<file path="config.mk">
export PLATFORM = sky130hd
export DESIGN_NAME = comm_uart_word_tx
export DESIGN_NICKNAME = d
export VERILOG_FILES = /design/src/rtl/comm_pkg.sv /design/src/rtl/comm_sync_fifo.sv /design/src/rtl/comm_uart_word_tx.sv
export SDC_FILE = /design/constraint.sdc
export NUM_CORES = 1
export LEC_CHECK = 0
export ABC_CLOCK_PERIOD_IN_PS = 6200
export CORE_AREA = 2 2 73 75
export DETAILED_ROUTE_END_ITERATION = 12
export DIE_AREA = 0 0 75 77
export PLACE_DENSITY = 0.84
export REMOVE_ABC_BUFFERS = 1
export SYNTH_ARGS = -nofsm -noshare
export SYNTH_HDL_FRONTEND = slang
export SYNTH_SLANG_ARGS = --single-unit
</file>
<file path="constraint.sdc">
create_clock -name clk -period 6.2 [get_ports clk]
set_input_delay 0.62 -clock clk [delete_from_list [all_inputs] [get_ports clk]]
set_output_delay 0.62 -clock clk [all_outputs]
set_load 0.01 [all_outputs]
</file>
<file path="src/rtl/comm_pkg.sv">
`default_nettype none
// ============================================================================
// Package  : comm_pkg
// Purpose  : Shared TX state encoding and frame constants for the UART word TX.
// Revision : 1.0  initial release
// ============================================================================
package comm_pkg;

    typedef enum logic [2:0] {
        ST_IDLE   = 3'd0,
        ST_START  = 3'd1,
        ST_DATA   = 3'd2,
        ST_PARITY = 3'd3,
        ST_STOP   = 3'd4
    } tx_state_t;

    localparam int WORDS_PER_FRAME  = 18;
    localparam int DEF_CLKS_PER_BIT = 5;

endpackage
`default_nettype wire

</file>
<file path="src/rtl/comm_sync_fifo.sv">
`default_nettype none
// ============================================================================
// Module   : comm_sync_fifo
// Purpose  : Generic synchronous FIFO with first-word-fall-through output.
// Revision : 1.0  initial release
// ============================================================================
module comm_sync_fifo #(
    parameter int WIDTH = 8,
    parameter int DEPTH = 4
) (
    input  logic             clk,
    input  logic             rst,
    input  logic             push,
    input  logic             pop,
    input  logic [WIDTH-1:0] din,
    output logic [WIDTH-1:0] dout,
    output logic             full,
    output logic             empty
);

    localparam int AW = $clog2(DEPTH);

    logic [WIDTH-1:0] r_mem [DEPTH];
    logic [AW-1:0]    r_wr_ptr;
    logic [AW-1:0]    r_rd_ptr;
    logic [AW:0]      r_count;
    logic             w_wr;
    logic             w_rd;

    // A full FIFO refuses a push even when a pop happens in the same cycle.
    assign w_wr  = push & ~full;
    assign w_rd  = pop & ~empty;
    assign full  = (r_count == (AW+1)'(DEPTH));
    assign empty = (r_count == '0);
    assign dout  = r_mem[r_rd_ptr];

    always_ff @(posedge clk or negedge rst) begin
        if (!rst) begin
            r_wr_ptr <= '0;
            r_rd_ptr <= '0;
            r_count  <= '0;
        end else begin
            if (w_wr)
                r_wr_ptr <= r_wr_ptr + 1'b1;
            if (w_rd)
                r_rd_ptr <= r_rd_ptr + 1'b1;
            case ({w_wr, w_rd})
                2'b10:   r_count <= r_count + 1'b1;
                2'b01:   r_count <= r_count - 1'b1;
                default: r_count <= r_count;
            endcase
        end
    end

    always_ff @(posedge clk) begin
        if (w_wr)
            r_mem[r_wr_ptr] <= din;
    end

endmodule
`default_nettype wire

</file>
<file path="src/rtl/comm_uart_word_tx.sv">
`default_nettype none
// ============================================================================
// Module   : comm_uart_word_tx
// Purpose  : Captures a word per RD pulse, queues it and sends it as one UART
//            character; counts words and flags the end of each frame.
// Revision : 1.0  initial release
// ============================================================================
module comm_uart_word_tx #(
    parameter int CLKS_PER_BIT    = comm_pkg::DEF_CLKS_PER_BIT,
    parameter int PARITY_EN       = 1,
    parameter int FIFO_DEPTH      = 4,
    parameter int WORDS_PER_FRAME = comm_pkg::WORDS_PER_FRAME
) (
    input  logic       clk,
    input  logic       rst,
    input  logic       RD,
    input  logic [7:0] dataIn,
    output logic       tx,
    output logic       txBusy,
    output logic       fifoFull,
    output logic       ovf,
    output logic [4:0] wordCnt,
    output logic       frameDone
);

    import comm_pkg::*;

    localparam int BW = $clog2(CLKS_PER_BIT);

    logic       r_rd_dly;
    logic       r_ovf;
    logic       w_push;
    logic       w_pop;
    logic       w_empty;
    logic       w_full;
    logic [7:0] w_dout;
    logic       w_bit_end;

    tx_state_t  r_state;
    logic [BW-1:0] r_baud;
    logic [2:0] r_bit;
    logic [7:0] r_sh;
    logic       r_par;
    logic       r_tx;
    logic [4:0] r_wcnt;
    logic       r_frame_done;

    assign w_push    = RD & ~r_rd_dly;
    assign w_pop     = (r_state == ST_IDLE) & ~w_empty;
    assign w_bit_end = (r_baud == BW'(CLKS_PER_BIT - 1));

    comm_sync_fifo #(
        .WIDTH (8),
        .DEPTH (FIFO_DEPTH)
    ) u_fifo (
        .clk   (clk),
        .rst   (rst),
        .push  (w_push),
        .pop   (w_pop),
        .din   (dataIn),
        .dout  (w_dout),
        .full  (w_full),
        .empty (w_empty)
    );

    always_ff @(posedge clk or negedge rst) begin
        if (!rst) begin
            r_rd_dly <= 1'b0;
            r_ovf    <= 1'b0;
        end else begin
            r_rd_dly <= RD;
            if (w_push && w_full)
                r_ovf <= 1'b1;
        end
    end

    // tx is registered from the current state, so the line trails the FSM by one clk.
    always_ff @(posedge clk or negedge rst) begin
        if (!rst) begin
            r_state      <= ST_IDLE;
            r_baud       <= '0;
            r_bit        <= '0;
            r_sh         <= '0;
            r_par        <= 1'b0;
            r_tx         <= 1'b1;
            r_wcnt       <= '0;
            r_frame_done <= 1'b0;
        end else begin
            r_frame_done <= 1'b0;
            if (r_state == ST_IDLE || w_bit_end)
                r_baud <= '0;
            else
                r_baud <= r_baud + 1'b1;

            case (r_state)
                ST_IDLE: begin
                    r_tx <= 1'b1;
                    if (!w_empty) begin
                        r_sh    <= w_dout;
                        r_par   <= 1'b0;
                        r_state <= ST_START;
                    end
                end
                ST_START: begin
                    r_tx <= 1'b0;
                    if (w_bit_end) begin
                        r_bit   <= '0;
                        r_state <= ST_DATA;
                    end
                end
                ST_DATA: begin
                    r_tx <= r_sh[0];
                    if (w_bit_end) begin
                        r_par <= r_par ^ r_sh[0];
                        r_sh  <= {1'b0, r_sh[7:1]};
                        if (r_bit == 3'd7)
                            r_state <= (PARITY_EN != 0) ? ST_PARITY : ST_STOP;
                        else
                            r_bit <= r_bit + 3'd1;
                    end
                end
                ST_PARITY: begin
                    r_tx <= r_par;
                    if (w_bit_end)
                        r_state <= ST_STOP;
                end
                ST_STOP: begin
                    r_tx <= 1'b1;
                    if (w_bit_end) begin
                        if (r_wcnt == 5'(WORDS_PER_FRAME - 1)) begin
                            r_wcnt       <= '0;
                            r_frame_done <= 1'b1;
                        end else begin
                            r_wcnt <= r_wcnt + 5'd1;
                        end
                        r_state <= ST_IDLE;
                    end
                end
                default: r_state <= ST_IDLE;
            endcase
        end
    end

    assign tx        = r_tx;
    assign txBusy    = (r_state != ST_IDLE) | ~w_empty;
    assign fifoFull  = w_full;
    assign ovf       = r_ovf;
    assign wordCnt   = r_wcnt;
    assign frameDone = r_frame_done;

endmodule
`default_nettype wire
</file>
==> summary.md <==
| Metric | Value |
|---|---|
| Final period util | `39.9%` |
| Worst skew pair latency | `0.33 ns` |
| Die Ht | `77 um` |
| Peak supply drop | `0.227 mV` |
| Vias in the first global route | `1,688` |
| Row count | `26` |
| Total clock sinks | `66` |
| Maxcap violations | `0` |
| Critical path class | `reg -> reg` |
| RSZ-0062 raised after global routing | `false` |
| Leading area contributor after synthesis | `edfxtp_1` |
| Via count | `1,701` |
| Overall global routing resource usage | `19.1%` |
| Slew @ Worst Pin | `0.757 ns` |
| Hold Buf Count CTS | `0` |
| Worst-case clock skew | `0.00695 ns` |
| GPL Wtd Cong | `0.798` |
| Die Width | `75 um` |
| Yosys top cell area share | `32.7%` |
| Vias per cell | `5.63` |
| Fraction of layout cells with a size suffix above 1 | `15.5%` |
| Avg Cell Area, Syn | `14.5 um^2` |
| Ys Warns | `0` |
| Routed Antenna Nets | `0` |
| Final Hold Viols | `0` |
| Pwr dens | `398 nW/um^2` |
| DRT Pass-1 Iters | `4` |
| Number of synthesized flops with an enable pin | `32` |
| Pwr Total | `1.34 mW` |
| Die area | `5780 um^2` |
| Ports | `21` |
| CTS Buffer Depth | `2` |
| Area growth, synth to finish | `15.0%` |
| Antenna Cells | `0` |
| Largest net degree at the start of global routing | `35` |
| Status | `finished, final reports clean` |
| Ys flop type | `dfrtp_1` |
| Crit path DAT | `2.73 ns` |
| Post-DP HPWL | `3190 um` |
| Largest cells by area after synthesis | `edfxtp_1 33%, dfrtp_1 28%, mux4_2 6.1%` |
| Num CTS Buffers | `9` |
| Clock root cell | `clkbuf_8` |
| Worst rel slew slack | `48.8%` |
| Post-Syn Instances | `203` |
| Post-route minimum period | `2.47 ns` |
| GRT overflow | `0` |
| WP data required | `6.46 ns` |
| Critical Path Sink Type | `register` |
| Mapped Area | `2940 um^2` |
| Register area share after synthesis | `61.8%` |
| H-tree depth | `3` |
| PostCTS Resize Cnt | `0` |
| Leak | `1.29 nW` |
| # fillers | `354` |
| Starting Density | `59.0%` |
| Count of different cell masters after synthesis | `48` |
| DRC violations left | `0` |
| Critical-path maximum fanout | `12` |
| Postcts setup bufs | `0` |
| Setup TNS | `0 ns` |
| Type of origin of the critical path | `register` |
| First-pass GRT wire length | `8090 um` |
| Port-buffer cells | `20` |
| Final count of pins violating max slew | `0` |
| Post-DR wirelength/cell | `15.6 um` |
| Fmax | `0.405 GHz` |
| Final net count | `250` |
| Core area | `4980 um^2` |
| Final setup fails | `0` |
| Async SR Flop Fraction | `51.5%` |
| Initial DRC count | `103` |
| Final wirelength | `4710 um` |
| Reg clk slew, reported paths | `0.07 ns` |
| TritonCTS clock tree | `yes` |
| Antenna violations before repair | `0` |
| Hold Path Class | `reg -> reg` |
| Yosys reg bits | `66` |
## critical path: stages (launching register included)
cell,delay (ns)
dfrtp_1,0.51
or3_1,0.58
nor2_2,0.25
ha_1,0.21
inv_1,0.06
fa_1,0.37
xor2_1,0.15
nor2_1,0.11
xor2_1,0.15
## logic make-up (layout without fill, tap and decap cells)
| group | after synthesis | count (layout) | share of synthesized area, % |
|---|---|---|---|
| AO/OA/AOI/OAI | 25 | 25 | 7.59 |
| multiplexers | 14 | 14 | 8.40 |
| flip-flops | 66 | 66 | 61.8 |
| buffers and inverters | 24 | 53 | 3.54 |
| AND/OR/NAND/NOR | 54 | 54 | 11.0 |
| adder cells (fa/ha/maj) | 12 | 12 | 5.37 |
| XOR/XNOR | 8 | 8 | 2.39 |
## final cells by class
type                       count  area (um^2)  share of cell area (%)
multi-input combinational    113         1020                    30.2
clock buffer                  10          128                    3.78
tap                           70         87.6                    2.59
inverter                      15         56.3                    1.67
timing repair buffer          22          215                    6.38
sequential                    66         1810                    53.7
clock inverter                 6         57.6                    1.70
## report_power, final
group / internal [mW] / total, mW / switching, mW
clock network: 0.182 / 0.338 / 0.156
registers: 0.561 / 0.659 / 0.0979
logic: 0.192 / 0.346 / 0.155
## worst paths after layout
check	startpoint	end	slack, ns	depth (start not counted)
min reg2reg	ovf$_DFFE_PN0P_	ovf$_DFFE_PN0P_	0.47	1
max reg2reg	r_state[2]$_DFFE_PN0P_	u_fifo.r_count[2]$_DFFE_PN0P_	3.73	8
max	r_state[2]$_DFFE_PN0P_	u_fifo.r_count[2]$_DFFE_PN0P_	3.73	8
min in group asynchronous	rst	r_sh[3]$_DFFE_PN0P_	0.70	2
min	ovf$_DFFE_PN0P_	ovf$_DFFE_PN0P_	0.47	1
max in group asynchronous	rst	tx$_DFFE_PN1P_	5.17	2
## through the flow
step	cells	utilization, %	hold WS [ns]	setup WS, ns	instance area [um^2]
global route	302	67.8	0.493	3.53	3380
CTS	302	67.8	0.476	3.72	3380
floorplan	194	-	0.324	3.96	2890
detailed placement	286	64.1	0.460	3.65	3190
finish	302	67.8	0.470	3.73	3380
global placement	286	64.1	0.462	3.73	3190
## sequential cells by signal (all words and copies together), names as in the netlist
signal / count
r_par: 1
u_fifo.r_count: 3
r_rd_dly: 1
wordCnt: 5
u_fifo.r_wr_ptr: 2
r_baud: 3
tx: 1
u_fifo.r_rd_ptr: 2
frameDone: 1
u_fifo.r_mem: 32
r_sh: 8
r_bit: 3
ovf: 1
r_state: 3
## placed cells by master, fill, tap and decap left out, types with 2 or more instances in the layout
cell,count
and3_1,2
clkbuf_8,9
or3b_1,2
o221a_2,7
xor2_1,4
o21ai_1,2
mux4_2,8
nor3b_1,4
dfrtp_1,33
ha_1,11
clkinv_1,3
edfxtp_1,32
nor4_1,2
or3_1,8
a41oi_1,2
nor2_1,6
buf_4,2
nand3_1,4
mux2_1,5
and2_1,7
inv_1,15
nand2_1,8
clkdlybuf4s50_1,20
xnor2_1,4
nor3_1,4
o31ai_1,2
## cells in the mapped netlist (2+ instances only)
master and instances:
a41oi_1 2, and2_1 7, and3_1 2, buf_2 2, clkbuf_1 5, dfrtp_1 33
edfxtp_1 32, ha_1 11, inv_1 15, mux2_1 5, mux4_2 8, nand2_1 8
nand3_1 4, nor2_1 6, nor3_1 4, nor3b_1 4, nor4_1 2, o21ai_1 2
o221a_2 7, o31ai_1 2, or3_1 8, or3b_1 2, xnor2_1 4, xor2_1 4
## routing by layer
| layer | share of wire (%) | wire, um | vias to the layer above | global-route usage, % |
|---|---|---|---|---|
| met1 | 46 | 2170 | 839 | 27.0 |
| met3 | 3.7 | 173 | 13 | 3.55 |
| met5 | 0 | 0 | - | 0 |
| li1 | - | - | 809 | - |
| met2 | 48 | 2260 | 40 | 27.5 |
| met4 | 2.2 | 105 | 0 | 11.3 |
Note: power is estimated with default switching activity, not from simulation.
